--- config.mk ---
export PLATFORM = sky130hd
export DESIGN_NAME = noc_packetizer
export DESIGN_NICKNAME = d
export VERILOG_FILES = /design/src/rtl/noc_pkg.sv /design/src/rtl/noc_packetizer.sv
export SDC_FILE = /design/constraint.sdc
export NUM_CORES = 1
export LEC_CHECK = 0
export BUFFER_PORTS_ARGS = -buffer_cell sky130_fd_sc_hd__buf_2
export CAP_MARGIN = 25
export CORE_AREA = 2 2 78 80
export CTS_CLUSTER_SIZE = 28
export DETAILED_ROUTE_END_ITERATION = 8
export DIE_AREA = 0 0 80 82
export SLEW_MARGIN = 5
export SYNTH_ARGS = -nofsm -noshare
export SYNTH_HDL_FRONTEND = slang
export SYNTH_SLANG_ARGS = --single-unit
--- constraint.sdc ---
create_clock -name clk -period 3.67 [get_ports clk]
set_clock_uncertainty 0.05 [all_clocks]
set_input_delay 0 -clock clk [delete_from_list [all_inputs] [get_ports clk]]
set_output_delay 0 -clock clk [all_outputs]
set_load 0.02 [all_outputs]
--- src/rtl/noc_pkg.sv ---
// Shared NoC types: header layout, field widths, packetizer FSM states.
// Latency: n/a (types only). Backpressure: n/a.
package noc_pkg;
    localparam int NOC_DATA_W    = 32;
    localparam int NOC_ROUTERS_X = 4;
    localparam int NOC_ROUTERS_Y = 4;
    localparam int NOC_MAX_PKG   = 5;

    localparam int NOC_X_W   = $clog2(NOC_ROUTERS_X);
    localparam int NOC_Y_W   = $clog2(NOC_ROUTERS_Y);
    localparam int NOC_LEN_W = $clog2(NOC_MAX_PKG);
    localparam int NOC_PAD_W = NOC_DATA_W - 2 * NOC_X_W - 2 * NOC_Y_W - NOC_LEN_W;

    // Field order is LSB-first from dest_x upward; the router decodes dest_* only.
    typedef struct packed {
        logic [NOC_PAD_W-1:0] pad;
        logic [NOC_LEN_W-1:0] len;
        logic [NOC_Y_W-1:0]   src_y;
        logic [NOC_X_W-1:0]   src_x;
        logic [NOC_Y_W-1:0]   dest_y;
        logic [NOC_X_W-1:0]   dest_x;
    } noc_header_t;

    typedef enum logic [1:0] {
        IDLE = 2'd0,
        HDR  = 2'd1,
        BODY = 2'd2
    } pkt_state_t;

    function automatic noc_header_t pack_header(
        input logic [NOC_X_W-1:0]   dest_x,
        input logic [NOC_Y_W-1:0]   dest_y,
        input logic [NOC_X_W-1:0]   src_x,
        input logic [NOC_Y_W-1:0]   src_y,
        input logic [NOC_LEN_W-1:0] len
    );
        noc_header_t h;
        h.pad    = '0;
        h.len    = len;
        h.src_y  = src_y;
        h.src_x  = src_x;
        h.dest_y = dest_y;
        h.dest_x = dest_x;
        return h;
    endfunction
endpackage

--- src/rtl/noc_packetizer.sv ---
// Command + payload stream -> one NoC packet (header, body, TLAST). NOC_PKT_CNT_EN adds pkt_count.
// Latency: header valid 2 cycles after cmd accept; body flit 1 cycle after its s-beat.
// Backpressure: single output register; m_tready low stalls FSM and s_tready, outputs held.
module noc_packetizer
    import noc_pkg::*;
#(
    parameter int DATA_WIDTH              = NOC_DATA_W,
    parameter int MAX_ROUTERS_X           = NOC_ROUTERS_X,
    parameter int MAX_ROUTERS_Y           = NOC_ROUTERS_Y,
    parameter int ROUTER_X                = 0,
    parameter int ROUTER_Y                = 0,
    parameter int MAXIMUM_PACKAGES_NUMBER = NOC_MAX_PKG,
    localparam int X_W   = $clog2(MAX_ROUTERS_X),
    localparam int Y_W   = $clog2(MAX_ROUTERS_Y),
    localparam int LEN_W = $clog2(MAXIMUM_PACKAGES_NUMBER)
) (
    input  logic                  clk,
    input  logic                  rst,
    input  logic                  cmd_valid,
    output logic                  cmd_ready,
    input  logic [X_W-1:0]        cmd_dest_x,
    input  logic [Y_W-1:0]        cmd_dest_y,
    input  logic [LEN_W-1:0]      cmd_len,
    input  logic [DATA_WIDTH-1:0] s_tdata,
    input  logic                  s_tvalid,
    output logic                  s_tready,
    output logic [DATA_WIDTH-1:0] m_tdata,
    output logic                  m_tvalid,
    input  logic                  m_tready,
    output logic                  m_tlast
`ifdef NOC_PKT_CNT_EN
    ,
    output logic [15:0]           pkt_count
`endif
);
    localparam logic [LEN_W-1:0] MAX_BODY = LEN_W'(MAXIMUM_PACKAGES_NUMBER - 1);

    pkt_state_t            state_q, state_d;
    logic [LEN_W-1:0]      cnt_q, cnt_d;
    logic [LEN_W-1:0]      len_q, len_d;
    logic [X_W-1:0]        dest_x_q, dest_x_d;
    logic [Y_W-1:0]        dest_y_q, dest_y_d;
    logic [DATA_WIDTH-1:0] m_tdata_q, m_tdata_d;
    logic                  m_tvalid_q, m_tvalid_d;
    logic                  m_tlast_q, m_tlast_d;
    logic                  ld;
    logic [LEN_W-1:0]      eff_len;
    noc_header_t           hdr;

    assign ld      = !m_tvalid_q || m_tready;
    assign eff_len = (cmd_len > MAX_BODY) ? MAX_BODY : cmd_len;
    assign hdr     = pack_header(NOC_X_W'(dest_x_q), NOC_Y_W'(dest_y_q),
                                 NOC_X_W'(ROUTER_X), NOC_Y_W'(ROUTER_Y), NOC_LEN_W'(len_q));

    always_comb begin
        state_d    = state_q;
        cnt_d      = cnt_q;
        len_d      = len_q;
        dest_x_d   = dest_x_q;
        dest_y_d   = dest_y_q;
        m_tdata_d  = m_tdata_q;
        m_tvalid_d = m_tvalid_q;
        m_tlast_d  = m_tlast_q;
        cmd_ready  = 1'b0;
        s_tready   = 1'b0;
        if (ld) begin
            m_tvalid_d = 1'b0;
        end
        case (state_q)
            IDLE: begin
                cmd_ready = !rst;
                if (cmd_valid) begin
                    dest_x_d = cmd_dest_x;
                    dest_y_d = cmd_dest_y;
                    len_d    = eff_len;
                    cnt_d    = eff_len;
                    state_d  = HDR;
                end
            end
            HDR: begin
                if (ld) begin
                    m_tdata_d  = DATA_WIDTH'(hdr);
                    m_tvalid_d = 1'b1;
                    m_tlast_d  = (len_q == '0);
                    state_d    = (len_q != '0) ? BODY : IDLE;
                end
            end
            BODY: begin
                s_tready = ld && !rst;
                if (s_tvalid && ld) begin
                    m_tdata_d  = s_tdata;
                    m_tvalid_d = 1'b1;
                    m_tlast_d  = (cnt_q == LEN_W'(1));
                    cnt_d      = cnt_q - LEN_W'(1);
                    if (cnt_q == LEN_W'(1)) begin
                        state_d = IDLE;
                    end
                end
            end
            default: state_d = IDLE;
        endcase
    end

    always_ff @(posedge clk) begin
        if (rst) begin
            state_q    <= IDLE;
            cnt_q      <= '0;
            len_q      <= '0;
            dest_x_q   <= '0;
            dest_y_q   <= '0;
            m_tdata_q  <= '0;
            m_tvalid_q <= 1'b0;
            m_tlast_q  <= 1'b0;
        end else begin
            state_q    <= state_d;
            cnt_q      <= cnt_d;
            len_q      <= len_d;
            dest_x_q   <= dest_x_d;
            dest_y_q   <= dest_y_d;
            m_tdata_q  <= m_tdata_d;
            m_tvalid_q <= m_tvalid_d;
            m_tlast_q  <= m_tlast_d;
        end
    end

    assign m_tdata  = m_tdata_q;
    assign m_tvalid = m_tvalid_q;
    assign m_tlast  = m_tlast_q;

`ifdef NOC_PKT_CNT_EN
    logic [15:0] pkt_count_q, pkt_count_d;

    // Counts packets delivered to the router, wrapping naturally at 16 bits.
    assign pkt_count_d = (m_tvalid_q && m_tready && m_tlast_q) ? pkt_count_q + 16'd1 : pkt_count_q;

    always_ff @(posedge clk) begin
        if (rst) begin
            pkt_count_q <= '0;
        end else begin
            pkt_count_q <= pkt_count_d;
        end
    end

    assign pkt_count = pkt_count_q;
`endif
endmodule

==> results of run 1 <==
[metrics by stage]
stage               setup slack [ns]  hold WS [ns]  instances
floorplan                       1.86        0.0975        237
finish                          1.18        0.0114        421
global route                   0.866        0.0346        421
detailed placement              1.19         0.215        375
CTS                             1.16       0.00835        421
global placement                1.25         0.210        375
[sequential cells by signal (all words and copies together), names as in the netlist]
register	flops
cnt_q	3
dest_x_q	2
dest_y_q	2
len_q	3
m_tdata	32
m_tlast	1
m_tvalid	1
state_q	2
[cell families (layout without fill, tap and decap cells)]
group	Yosys count	in the layout	synth area share
adder cells (fa/ha/maj)	7	7	0.0438
AND/OR/NAND/NOR	95	95	0.227
multiplexers	9	9	0.0457
buffers and inverters	24	133	0.0607
flip-flops	46	46	0.460
AO/OA/AOI/OAI	56	56	0.163
[worst max-delay path by stage]
| stage | start | cells past startpoint | to |
|---|---|---|---|
| after detailed placement | state_q[0] | 6 | m_tdata[28] |
| after CTS | state_q[0] | 6 | m_tdata[28] |
| after global placement | state_q[0] | 6 | m_tdata[26] |
| final | state_q[0] | 6 | m_tdata[28] |
| after global routing | state_q[0] | 6 | m_tdata[28] |
| after floorplan | state_q[0] | 7 | state_q[1] |
[placed cells by master (no fill, tap or decap), types with 2 or more instances in the layout]
cell type / netlist / final
a211oi_1: 8 / 8
a21oi_1: 38 / 38
buf_2: 5 / 79
buf_4: 0 / 2
clkbuf_8: 1 / 5
dfxtp_1: 46 / 46
dlygate4sd3_1: 0 / 39
ha_1: 7 / 7
inv_1: 6 / 6
mux2i_1: 8 / 8
nand2_1: 34 / 34
nand2b_1: 2 / 2
nand3_1: 30 / 30
nor2_1: 14 / 14
nor2b_1: 2 / 2
nor3_1: 3 / 3
o21ai_0: 3 / 3
o31ai_1: 2 / 2
[per-layer routing]
metal | wire, um | global-route usage | vias up
met5 | 0 | 0 | -
met4 | 122 | 0.0661 | 0
met3 | 236 | 0.0352 | 12
met2 | 2590 | 0.280 | 48
met1 | 2450 | 0.208 | 930
li1 | - | - | 1036
[critical path: cells and delay by family (launching register included)]
kind / cells / cell delay [ns]
AO/OA/AOI/OAI: 1 / 0.16
adder cells (fa/ha/maj): 1 / 0.64
buffers and inverters: 1 / 0.13
flip-flops: 1 / 0.32
multiplexers: 1 / 0.40
AND/OR/NAND/NOR: 2 / 0.71
[cell type report]
class / count / area [um2]
clock buffers: 6 / 72.6
clock inverters: 1 / 7.51
fillers: 590 / 2870
inverters: 6 / 22.5
multi-input cells: 167 / 958
flip-flops and latches: 46 / 921
well taps: 75 / 93.8
repair buffers: 120 / 801
[report_power, final]
group / total (uW) / internal, uW / switching (uW) / leakage (uW)
Sequential: 561 / 541 / 20.5 / 0.000374
Combinational: 350 / 139 / 211 / 0.000801
Clock: 298 / 131 / 167 / 0.0000373
Total: 1210 / 810 / 399 / 0.00121
==> key figures, run 1 <==
Synth
  • Top cell type's share of synthesized area: 0.460
  • Syn Inst Count: 237
  • Synth Net Count: 288
  • Top cells by count, synth: dfxtp_1 (46), a21oi_1 (38), nand2_1 (34)
  • Area contributors post-synth: dfxtp_1 (46%), a21oi_1 (9.5%), nand3_1 (7.5%)
  • Unique cell type count in the Yosys netlist: 34
  • Number of flops mapped to enable cells by yosys: 0
  • Synthesized flop and latch total: 46
  • Post-Syn Area: 2000 um2
  • Sequential area share after synthesis: 0.460
  • Most used DFF post-synth: dfxtp_1
  • Top cell type by total area after synthesis: dfxtp_1
  • Count leader, synth: dfxtp_1
  • Syn avg cell area: 8.44 um2
  • Post-synth ARST share: 0
  • Synth Warn #: 0

Timing
  • Tmin final: 2.49 ns
  • Fin crit share: 0.679
  • Worst-margin pin slew: 0.852 ns
  • Final setup violating endpoints: 0
  • Fin. Hold Viols: 0
  • RSZ-0062 raised after global routing: false
  • Worst slew margin: 0.432
  • Setup TNS: 0 ns
  • Max Freq: 401 MHz
  • Max Slew Vio Count: 0

Worst setup path
  • Critical Path Source Type: flop
  • Worst setup EP type: flop
  • Reg2Reg Launch Point: state_q[0]
  • Crit-path max FO: 25
  • Cell Chain, Critical Path: inv_1 > ha_1 > mux2_1 > nand2_1 > nand2_1 > a21oi_1
  • CP most frequent cell: nand2_1
  • Critical path arrival: 2.66 ns
  • CP Class: reg2reg
  • CP max stage cell: ha_1
  • Slowest stage delay, CP: 0.64 ns
  • Reg-to-Reg End: m_tdata[28]
  • Worst reg-to-reg path cell count: 6
  • Req. time, crit path: 3.84 ns
  • Reg2reg setup slack: 1.18 ns

Power
  • Peak supply drop: 0.172 mV
  • Pwr Total: 1210 uW
  • P per Cell Area: 420 nW/um2
  • Lkg Pwr: 0.00121 uW

Clock network
  • Clock Tree Buf Depth: 2
  • Skew-Pair Late Insertion Delay: 0.29 ns
  • Clk sinks: 46
  • H-tree levels: 2
  • CTS root buffer: clkbuf_8
  • Resize count post-CTS: 0
  • # hold bufs at CTS: 39
  • Post-CTS Setup Inserts: 0
  • CTS tree: built
  • Num CTS Buffers: 5
  • Clock slew at reported path FFs: 0.08 ns

Drt
  • Routed wire per std cell: 12.8 um
  • TritonRoute pass-1 iters: 4
  • Post-Route WL: 5400 um
  • Antenna-violating nets left: 0
  • Initial DRC count: 99
  • DRC: 0
  • Via Count: 2026
  • Via density: 4.81

Floorplanning
  • I/O pin cnt: 80
  • Die height: 82 um
  • Rows: 28
  • Initial Util: 0.348
  • Core area: 5750 um2
  • Die width: 80 um
  • Die ar.: 6560 um2

Run status
  • Status: finished, final reports clean

Global routing
  • Remaining Overflow, GRT: 0
  • Tot GR Track Use: 0.166
  • First-pass GRT wire length: 8630 um
  • Number of global-route vias before repair: 1885
  • Antenna violations before repair: 0
  • Largest net degree at the start of global routing: 48

Placed design
  • GPL Wtd Cong: 0.828
  • Buffers on Ports: 79
  • Placement Cell Area: 2410 um2
  • Final HPWL DP: 3500 um

Worst hold path
  • Hold_sp: s_tdata[2]
  • Worst Hold Depth: 3
  • Worst hold path class: in2reg
  • Hold endpoint: m_tdata[2]

Finish
  • Core Util, Final: 0.501
  • Share of post-route cells with drive strength above 1: 0.260
  • Number of diodes: 0
  • Cell area after layout: 2880 um2
  • Final nets: 397
  • Synth-to-Final Area Change: 43.8%

Run
  • Number of max-cap violations: 0
(Power assumes the default switching activity.)
==> run 2: changes to the inputs <==
- clock period: 3.67 -> 2.2 ns (I/O delays scaled with it)
==> run 2 against run 1 <==
Flip-flop and latch count unchanged; first-iteration DRC count fell by 26%; combinational power rose by 74%; clock power grew 120%; critical endpoint is now m_tdata[21]; register-to-register slack worse by 0.83 ns; core utilization rose by 1.6 points; non-clock buffer count is 7 higher; final cell count rose by 1.9%; global-route usage fell by 0.50 points; die area stayed put; critical path type unchanged; fmax rose by 34%; hold slack better by 0.011 ns; largest cell class unchanged.
==> key figures, run 2 (synthesis gave the netlist of run 1 again) <==
Run status
  • Status: finished, final reports clean

Clock network
  • Skew-Pair Late Insertion Delay: 0.30 ns (about the same)
  • Post-CTS Setup Inserts: 0 (unchanged)
  • Num CTS Buffers: 5 (unchanged)
  • Clock slew at reported path FFs: 0.09 ns (about the same)
  • Clock Tree Buf Depth: 2 (unchanged)
  • CTS root buffer: clkbuf_8
  • Clk sinks: 46 (unchanged)
  • CTS tree: built
  • H-tree levels: 2 (unchanged)

Drt
  • Via Count: 2016 (-0.49%)
  • Via density: 4.70 (-2.3%)
  • TritonRoute pass-1 iters: 4 (unchanged)
  • Post-Route WL: 5530 um (+2.5%)
  • DRC: 0 (unchanged)
  • Antenna-violating nets left: 0 (unchanged)
  • Routed wire per std cell: 12.9 um (+0.57%)
  • Initial DRC count: 73 (-26%)

Run
  • Number of max-cap violations: 0 (unchanged)

Floorplanning
  • Die ar.: 6560 um2 (unchanged)
  • Die height: 82 um (unchanged)
  • Rows: 28 (unchanged)
  • I/O pin cnt: 80 (unchanged)
  • Core area: 5750 um2 (unchanged)
  • Initial Util: 0.348 (unchanged)
  • Die width: 80 um (unchanged)

Worst setup path
  • Critical Path Source Type: flop
  • Worst setup EP type: flop
  • CP Class: reg2reg
  • Req. time, crit path: 2.32 ns (-1.52 ns)
  • Beginning of the critical path: state_q[0]
  • Crit-path max FO: 41 (+64%)
  • Reg2Reg Launch Point: state_q[0]
  • Critical path arrival: 1.98 ns (-0.68 ns)

Global routing
  • Largest net degree at the start of global routing: 42 (-13%)
  • Antenna violations before repair: 0 (unchanged)
  • Remaining Overflow, GRT: 0 (unchanged)
  • Tot GR Track Use: 0.161 (-0.00497)
  • Number of global-route vias before repair: 1902 (+0.90%)
  • First-pass GRT wire length: 8330 um (-3.5%)

Timing
  • Max Freq: 539 MHz (+34%)
  • Fin Hold WS: 0.0224 ns (+0.0109 ns)
  • Fin. Hold Viols: 0 (unchanged)
  • Tmin final: 1.85 ns (-0.639 ns)
  • Final setup violating endpoints: 0 (unchanged)
  • Worst slew margin: 0.697 (+0.265)
  • Setup TNS: 0 ns (unchanged)
  • Fin crit share: 0.843 (+0.163)
  • Worst-margin pin slew: 0.455 ns (-0.397 ns)
  • Max Slew Vio Count: 0 (unchanged)
  • RSZ-0062 raised after global routing: false

Finish
  • Commonest cells after routing, fill and taps aside: buf_2 (79), dfxtp_1 (46), dlygate4sd3_1 (41), a21oi_1 (38), nand2_1 (34)
  • Core Util, Final: 0.516 (+0.0157)
  • Commonest non-fill, non-tap cell in the layout: buf_2
  • Synth-to-Final Area Change: 48.3%
  • Max reg flops: 32 (unchanged)
  • Final nets: 404 (+1.8%)
  • Number of diodes: 0 (unchanged)
  • Share of post-route cells with drive strength above 1: 0.274 (+0.0139)

Power
  • Switching Share: 0.318 (-0.0120)
  • Pwr Total: 2190 uW (+81%)
  • P per Cell Area: 737 nW/um2 (+75%)
  • Lkg Pwr: 0.00127 uW (+4.5%)
  • Seq pwr share: 0.428 (-0.036)
  • Clock Power Share: 0.293 (+0.046)
  • Combinational Power Share: 0.279 (-0.010)
  • Peak supply drop: 0.361 mV (+110%)
  • Cell-internal power: 1490 uW (+84%)
  • Switching Power: 696 uW (+74%)

Placed design
  • Final HPWL DP: 3640 um (+3.7%)
  • Buffers on Ports: 79 (unchanged)
  • GPL Wtd Cong: 0.792 (-4.4%)

Worst hold path
  • Hold_sp: cmd_len[1]
  • Worst hold path class: in2reg
==> run 2: power by group through the flow <==
stage	Sequential [uW]	Combinational (uW)	Clock [uW]
after global routing	946	677	693
after detailed placement	956	551	0
after floorplan	1000	342	0
after global placement	955	550	0
after CTS	937	611	663
final	936	609	641
==> run 2: worst paths after layout <==
path                       to  slack, ns  cells after the start
setup / recovery  m_tdata[21]       0.35                      7
hold / removal       len_q[1]       0.02                      5
setup reg to reg  m_tdata[21]       0.35                      7
hold reg to reg   m_tdata[16]       0.40                      2
==> run 2: per-layer routing <==
metal	up-vias	track usage	wire length [um]
met2	56	0.288	2830
met1	899	0.190	2350
li1	1050	-	-
met5	-	0	0
met3	11	0.0330	247
met4	0	0.0627	110
==> run 2: final cells by class <==
cell class	instances	area, um2
fillers	553	2780
multi-input cells	167	958
flip-flops and latches	46	921
repair buffers	127	858
well taps	75	93.8
clock buffers	5	68.8
clock inverters	3	43.8
inverters	6	22.5
==> run 2: critical path, cell delays in order (launching register included) <==
cell	delay, ns
dfxtp_1	0.32
inv_1	0.13
ha_1	0.24
mux2_1	0.35
and2_1	0.16
buf_4	0.25
nand3_1	0.13
a21oi_1	0.07
==> run 2: through the flow <==
stage,std cells,area (um2),setup WS [ns]
floorplan,237,2000,0.387
global placement,380,2440,0.382
detailed placement,380,2440,0.342
CTS,429,2970,0.329
global route,429,2970,0.134
finish,429,2970,0.346
==> run 2: repair_timing <==
item,in CTS,in global routing
setup endpoints to repair,0,0
hold buffers,41,0
hold endpoints to repair,38,0
resized for setup,0,0
